File: src/rtl/dcache_load_responder.sv
// Direct-mapped, read-only data cache answering one load-buffer request at a time.
// A miss fetches the 64-bit line over the tagged proc2mem/mem2proc interface.
// Optional: define DCACHE_STATS_EN to add saturating hit_count/miss_count outputs.
module dcache_load_responder #(
  parameter int unsigned NUM_LINES = 32,
  parameter int unsigned MEM_TAG_W = 4
) (
  input  logic                 clock,
  input  logic                 reset,
  input  logic                 rd_cache,
  input  logic [31:0]          addr,
  input  logic [2:0]           mem_size,
  output logic                 cache_valid,
  output logic [31:0]          cache_data,
  output logic [1:0]           proc2mem_command,
  output logic [31:0]          proc2mem_addr,
  input  logic [MEM_TAG_W-1:0] mem2proc_response,
  input  logic [63:0]          mem2proc_data,
  input  logic [MEM_TAG_W-1:0] mem2proc_tag
`ifdef DCACHE_STATS_EN
  ,
  output logic [31:0]          hit_count,
  output logic [31:0]          miss_count
`endif
);

  localparam int unsigned IdxW = $clog2(NUM_LINES);
  localparam int unsigned TagW = 29 - IdxW;
  localparam logic [1:0] CmdNone = 2'd0;
  localparam logic [1:0] CmdLoad = 2'd1;

  typedef enum logic [1:0] {StIdle, StReq, StWait, StResp} state_e;

  state_e                state_q, state_d;
  logic [MEM_TAG_W-1:0]  mem_tag_q, mem_tag_d;
  logic [NUM_LINES-1:0]  line_valid_q;
  logic [TagW-1:0]       line_tag_q  [NUM_LINES];
  logic [63:0]           line_data_q [NUM_LINES];
  logic                  cache_valid_q, cache_valid_d;
  logic [31:0]           cache_data_q, cache_data_d;

  logic [2:0]            offset;
  logic [IdxW-1:0]       index;
  logic [TagW-1:0]       req_tag;
  logic                  hit;
  logic                  fill;
  logic [63:0]           src_line;
  logic [7:0]            byte_val;
  logic [15:0]           half_val;
  logic [31:0]           word_val;

  assign offset  = addr[2:0];
  assign index   = addr[3 +: IdxW];
  assign req_tag = addr[31 -: TagW];
  assign hit     = line_valid_q[index] && (line_tag_q[index] == req_tag);
  // A zero saved tag never matches, so stale returns after reset are ignored.
  assign fill    = (state_q == StWait) && (mem_tag_q != '0) && (mem2proc_tag == mem_tag_q);

  // Size extraction and sign/zero extension from either the stored or the arriving line.
  always_comb begin
    src_line     = (state_q == StWait) ? mem2proc_data : line_data_q[index];
    byte_val     = src_line[{offset, 3'b000} +: 8];
    half_val     = src_line[{offset[2:1], 4'b0000} +: 16];
    word_val     = src_line[{offset[2], 5'b00000} +: 32];
    cache_data_d = word_val;
    case (mem_size[1:0])
      2'd0:    cache_data_d = {{24{~mem_size[2] & byte_val[7]}}, byte_val};
      2'd1:    cache_data_d = {{16{~mem_size[2] & half_val[15]}}, half_val};
      default: cache_data_d = word_val;
    endcase
  end

  // Next-state, memory command and response-strobe logic.
  always_comb begin
    state_d          = state_q;
    mem_tag_d        = mem_tag_q;
    cache_valid_d    = 1'b0;
    proc2mem_command = CmdNone;
    proc2mem_addr    = 32'h0;
    unique case (state_q)
      StIdle: begin
        if (rd_cache) begin
          if (hit) begin
            state_d       = StResp;
            cache_valid_d = 1'b1;
          end else begin
            state_d = StReq;
          end
        end
      end
      StReq: begin
        proc2mem_command = CmdLoad;
        proc2mem_addr    = {addr[31:3], 3'b000};
        if (mem2proc_response != '0) begin
          mem_tag_d = mem2proc_response;
          state_d   = StWait;
        end
      end
      StWait: begin
        if (fill) begin
          mem_tag_d     = '0;
          cache_valid_d = rd_cache;
          state_d       = StResp;
        end
      end
      StResp: state_d = StIdle;
      default: state_d = StIdle;
    endcase
  end

  // FSM, outstanding tag and registered response outputs.
  always_ff @(posedge clock or negedge reset) begin
    if (!reset) begin
      state_q       <= StIdle;
      mem_tag_q     <= '0;
      cache_valid_q <= 1'b0;
      cache_data_q  <= 32'h0;
    end else begin
      state_q       <= state_d;
      mem_tag_q     <= mem_tag_d;
      cache_valid_q <= cache_valid_d;
      if (cache_valid_d) begin
        cache_data_q <= cache_data_d;
      end
    end
  end

  // Line valid bits; the only cache state that reset must clear.
  always_ff @(posedge clock or negedge reset) begin
    if (!reset) begin
      line_valid_q <= '0;
    end else if (fill) begin
      line_valid_q[index] <= 1'b1;
    end
  end

  // Tag and data arrays; a fill replaces whatever occupied the index.
  always_ff @(posedge clock) begin
    if (fill) begin
      line_tag_q[index]  <= req_tag;
      line_data_q[index] <= mem2proc_data;
    end
  end

  assign cache_valid = cache_valid_q;
  assign cache_data  = cache_data_q;

`ifdef DCACHE_STATS_EN
  logic [31:0] hit_count_q, miss_count_q;

  // Saturating lookup counters, bumped when IDLE resolves a request.
  always_ff @(posedge clock or negedge reset) begin
    if (!reset) begin
      hit_count_q  <= 32'h0;
      miss_count_q <= 32'h0;
    end else if (state_q == StIdle) begin
      if (state_d == StResp && hit_count_q != 32'hFFFF_FFFF) begin
        hit_count_q <= hit_count_q + 32'd1;
      end
      if (state_d == StReq && miss_count_q != 32'hFFFF_FFFF) begin
        miss_count_q <= miss_count_q + 32'd1;
      end
    end
  end

  assign hit_count  = hit_count_q;
  assign miss_count = miss_count_q;
`endif

endmodule

File: config.mk
export PLATFORM = sky130hd
export DESIGN_NAME = dcache_load_responder
export DESIGN_NICKNAME = d
export VERILOG_FILES = /design/src/rtl/dcache_load_responder.sv
export SDC_FILE = /design/constraint.sdc
export NUM_CORES = 2
export LEC_CHECK = 0
export CORE_MARGIN = 2
export CORE_UTILIZATION = 30
export CTS_BUF_LIST = sky130_fd_sc_hd__clkbuf_8
export CTS_CLUSTER_SIZE = 40
export DETAILED_ROUTE_END_ITERATION = 6
export GPL_TIMING_DRIVEN = 0
export SLEW_MARGIN = 20
export SYNTH_ARGS = -nofsm -noshare
export SYNTH_HDL_FRONTEND = slang
export SYNTH_SLANG_ARGS = --single-unit
File: constraint.sdc
create_clock -name clock -period 9.55 [get_ports clock]
set_clock_uncertainty 0.2 [all_clocks]
set_input_delay 1.4325 -clock clock [delete_from_list [all_inputs] [get_ports clock]]
set_output_delay 1.4325 -clock clock [all_outputs]
set_load 0.005 [all_outputs]
; Word-level counts from Yosys, hierarchy flattened
; Memory sizes are Yosys's and may differ from the RTL's.
; Index checks and enable logic that the tools add are counted.
[totals]
n_memories = 2
ram_bits = 2816
register_bits = 71
inputBits = 110
[op_classes]
bitwise_logic = 4
eq_ne = 9
n_mux = 22
shift = 3
order_cmp = 2
reduce_logical = 11
[memory_table]
columns = memory, depth, width, rd, rd_ports_with_merged_regs, write_ports, line_no
row1 = line_data_q, 32, 64, 1, 0, 1, 38  ; logic [63:0] line_data_q [NUM_LINES];
row2 = line_tag_q, 32, 24, 1, 0, 1, 37  ; logic [TagW-1:0] line_tag_q [NUM_LINES];
[op_table]
columns = operator, count
row1 = $mux W64, 1
row2 = $pmux W32 S2, 1
row3 = $shiftx A64 B7 Y16, 1
row4 = $shiftx A64 B7 Y32, 1
row5 = $shiftx A64 B7 Y8, 1
row6 = $mux W32, 1
row7 = $or A32 B32 Y32, 1
row8 = $eq A24 B24 Y1, 1
row9 = $mux W1, 8
row10 = $mux W2, 4
row11 = $mux W4, 2
row12 = $pmux W2 S4, 1
row13 = $pmux W4 S2, 1
row14 = $reduce_bool A4 Y1, 2
row15 = $lt A5 B6 Y1 const B, 1
row16 = $ne A2 B2 Y1 const B, 3
row17 = $reduce_and A3 Y1, 2
row18 = $bmux W1 S5, 1
row19 = $demux W1 S5, 1
row20 = $ge A5 B1 Y1 const B, 1
row21 = $eq A2 B1 Y1 const B, 2
row22 = $eq A2 B2 Y1 const B, 2
row23 = $eq A4 B4 Y1, 1
row24 = $logic_and A1 B1 Y1, 4
row25 = 5 further kinds, 7

; Longest topological paths before layout
[depth]
ltp_word = 6
ltp_mapped = 16

; Worst setup path before layout
; No wires, ideal clock.
[synth_path]
path_type = input port to flip-flop
startpoint = input addr[3]
endpoint = register line_valid_q[26]
setup_time_ns = 0.103
path_slack_ns = -0.783
cell_stages = 12
path_buffers = 9
t_required_ns = 9.247
t_arrival_ns = 10.031
path_cell_list = buf_6 buf_12 buf_12 buf_6 buf_6 buf_4 buf_4 buf_2 or4_1 clkbuf_1 nor3_1 or2_2
[synth_via]
elab_chain_len = 5
elab_cells_between_ends = 6
cone_classes = order compare (2) / mux (2) / bitwise (1) / reduce/logical (1)
[synth_rtl]
columns = item, line_no
row1 = start: declaration, 11  ; input logic [31:0] addr,
row2 = $lt A5 B6 Y1 (not written as such) or $ge A5 B1 Y1 (tied branches), 133  ; line_valid_q[index] <= 1'b1;
row3 = $logic_and A1 B1 Y1 (not written as such), 133
row4 = $mux W1 (not written as such), 133
row5 = $demux W1 S5 *, 133
row6 = $or A32 B32 Y32 (no line) *, -
row7 = end signal: assignment, 131  ; line_valid_q <= '0;
row8 = end signal: indexed assignment, 133
row9 = end: declaration, 36  ; logic [NUM_LINES-1:0] line_valid_q;
; Mark *: on every way between the ends. The rest lies on a longest branch, timed or not.
; A chain may end at the register's enable or synchronous reset.

; Worst setup path in the final report
[layout_path]
startpoint = input addr[7]
endpoint = output proc2mem_addr[7]
[layout_via]
elab_chain_len = 1
[layout_rtl]
columns = item, line_no
row1 = $mux W32, 80  ; unique case (state_q)
row2 = end: declaration, 16  ; output logic [31:0] proc2mem_addr,
; No other way between the ends.

==> flow_summary.toml <==
[global_route]
gr-total-overflow = 0
grt_start_max_net_pins = 56
grt_pass1_wl_um = 556000
first_global_vias = 63100
antenna_found_initial = 59
grt.total_usage_pct = 21.5

[finish]
layout.area.seq_sq_um = 86300
area_growth_pct = 19.8
design_area_sq_um = 134000
post-route-util_pct = 36.1
final_cells = 11700
multi_input_area_sq_um = 24300
drive_gt1_share_pct = 26.8
n_fill_cell = 34200
final_net_count = 6423

[yosys]
synth_async_sr_flop_share_pct = 2.46
syn_area_per_cell_sq_um = 20.8
synth.cells.most_frequent = "edfxtp_1 (2,816), mux2i_1 (558), mux4_2 (480)"
yosysTopAreaCellShare_pct = 75.4
ys.flop_type = "edfxtp_1"
ys_seq_area_share_pct = 76.9
synth_top_area_cell = "edfxtp_1"
syn_area_sq_um = 112000
synth_edf_count = 2816
yosysUniqueCellTypes = 82
yosysWarnings = 0
post-synth-top-count-cell = "edfxtp_1"
synth-seq-cells = 2887
syn_inst = 5397
ys_top_cells_by_area = "edfxtp_1 (75%), mux4_2 (9.6%), mux2i_1 (5.0%)"

[clock_network]
numCtsBuffers = 445
clk_pin_slew_ns = 0.06
cts_resized = 0
cts-root-buf = "clkbuf_8"
htreeDepth = 5
cts_tree = "built"
insertion_delay_ns = 1.09
postCtsHoldBufs = 1
clock_path_buffers = 4
post-cts-setup-buffers = 0
clock-sinks = 2887

[setup_path]
rr_endpoint = "line_tag_q[23][7]$_DFFE_PP_"
start_kind = "input pin"
slowest_delay_ns = 1.01
r2r-start = "state_q[0]$_DFFE_PN0P_"
critPathRequiredTime_ns = 7.92
worst-r2r-setup-slack_ns = 3.06
cp_data_arrival_time_ns = 5.93
crit_type = "input pin to output port"
r2r.worst_path.cells = 13
critPathMaxFanout = 10
startpoint = "addr[7]"
path_cells = "clkdlybuf4s50_1, buf_4, buf_6, buf_6, clkbuf_1, clkbuf_1, clkbuf_2, and2_1, clkdlybuf4s50_1"
crit_path_end_kind = "output port"
critPathSlowestCell = "clkbuf_1"

[status]
outcome = "finished with violations"
violations = "design-rule violations"

[sta]
finalHoldViolCount = 0
period_share_pct = 79.2
setup_tns_ns = 0
setup_viol = 0
slew_viol_final = 0
slew_headroom_pct = 14.5
hold_slack_ns = 0.268
max_slew.worst_pin.slew_ns = 1.28
rsz0062_at_grt = "false"
period_needed_ns = 7.56
max_freq_ghz = 0.132

[pwr]
comb_power_share_pct = 9.9
p_per_area_nw_per_um2 = 196
power.internal_mw = 19.6
peakVddDrop_mv = 0.117
power.clock.fraction_pct = 36.7
p_sw_share_pct = 25.7
p_switching_mw = 6.75
power.leakage_nw = 44.5
seqPwrFrac_pct = 53.4

[floorplanning]
die_area_sq_um = 379000
core_sq_um = 372000
num_io_pins = 177
die_h_um = 616
rows = 224
die_width_um = 616
start_util_pct = 30.2

[placed_design]
portBuffers = 170
gp_congestion = 0.871
place_area_sq_um = 127000
place_inst = 10800
place_hpwl_um = 281000

[worst_hold_path]
worstHoldStart = "line_valid_q[17]$_DFFE_PN0P_"
hold_path_class = "register to register"
min_to = "line_valid_q[17]$_DFFE_PN0P_"
hold_depth = 1

[route]
drc = 7
drt_iter0_drc = 12000
firstDrtPassIters = 7
vias = 65600
postRouteAntennaNets = 0
via_per_inst = 5.63
totalWireLength_um = 420000
routedWlPerCell_um = 36.0

[run]
cap_violations = 0
per-layer routing:
metal	up-vias	global-route usage [%]	part of all wire, %
li1	24500	-	-
met1	34300	27.4	36
met2	5452	33.6	46
met3	1304	5.76	12
met4	26	11.6	6.2
met5	-	0.253	0.069
worst max-delay path by stage:
stage,endpoint,slack [ns],cells after the start
2_1_floorplan,line_valid_q[22]$_DFFE_PN0P_,1.67,12
3_3_place_gp,line_valid_q[31]$_DFFE_PN0P_,-8.64,12
3_5_place_dp,cache_data[9]$_DFFE_PN0P_,1.86,14
4_1_cts,proc2mem_addr[5],2.03,9
5_1_grt,proc2mem_addr[7],2.18,9
6_report,proc2mem_addr[7],1.99,9
registers in the layout, summed over array words and instances, names as in the netlist:
signal	count
cache_data	32
line_tag_q	768
mem_tag_q	4
line_data_q	2048
line_valid_q	32
state_q	2
cache_valid	1
area by class of cell:
class / count / area share [%]
clock buffer: 456 / 4.67
multi-input combinational: 2190 / 18.1
antenna: 27 / 0.0502
tap: 4972 / 4.63
inverter: 17 / 0.0474
buffer: 306 / 1.44
timing repair buffer: 463 / 5.58
sequential: 2887 / 64.2
clock inverter: 338 / 1.31
stage by stage:
stage          power (mW)  worst slack (ns)
2_1_floorplan        15.4              1.67
3_3_place_gp         16.8             -8.64
3_5_place_dp         16.8              1.86
4_1_cts              26.3              2.03
5_1_grt              26.9              2.18
6_report             26.3              1.99
power by group through the flow:
stage	sequential (mW)	combinational [mW]	clock (mW)
after floorplan	14.3	1.08	0
after global placement	14.3	2.43	0
after detailed placement	14.3	2.53	0
after CTS	14.0	2.54	9.70
after global routing	14.0	2.63	10.2
final	14.0	2.61	9.67
placed cells by master (no fill, tap or decap), types with 15 or more instances in the layout:
| cell | netlist | final |
|---|---|---|
| mux2_4 | 29 | 29 |
| nand2_1 | 159 | 159 |
| buf_8 | 2 | 45 |
| clkinv_1 | 1 | 123 |
| and2_1 | 33 | 33 |
| clkinv_2 | 0 | 40 |
| inv_1 | 15 | 160 |
| or2_2 | 32 | 32 |
| mux4_2 | 480 | 480 |
| a221oi_1 | 15 | 15 |
| mux2i_1 | 558 | 558 |
| nor3_1 | 21 | 17 |
| clkdlybuf4s50_1 | 0 | 95 |
| buf_4 | 70 | 76 |
| buf_2 | 85 | 170 |
| nor2_4 | 0 | 30 |
| o211ai_1 | 27 | 27 |
| xor2_1 | 19 | 19 |
| clkbuf_1 | 87 | 38 |
| nor4_1 | 58 | 55 |
| dfrtp_1 | 71 | 71 |
| nand3_1 | 18 | 18 |
| diode_2 | 0 | 27 |
| buf_12 | 2 | 125 |
| nor2_1 | 82 | 46 |
| a22oi_1 | 86 | 86 |
| edfxtp_1 | 2816 | 2816 |
| a21oi_1 | 88 | 88 |
| clkbuf_2 | 0 | 50 |
| mux2_2 | 15 | 15 |
| o22ai_1 | 239 | 239 |
| clkbuf_8 | 0 | 456 |
| buf_16 | 0 | 103 |
| buf_6 | 39 | 55 |
| o21ai_0 | 41 | 40 |
critical path: cells and delay by family:
family / cells / cell delay [ns]
buffers and inverters: 8 / 4.23
and+or+nand+nor: 1 / 0.21
kinds of logic (layout without fill, tap and decap cells):
group	Yosys count	count (layout)	share of synthesized area, %
muxes	1088	1088	15.3
DFF	2887	2887	76.9
buffers and inverters	323	1580	1.72
adders and majority gates	3	3	0.0335
other	1	31	0.00334
and+or+nand+nor	472	472	2.22
xor gates and xnor gates	27	27	0.211
AOI/OAI and AO/OA	596	596	3.58
Power figures use the tool's default switching activity.
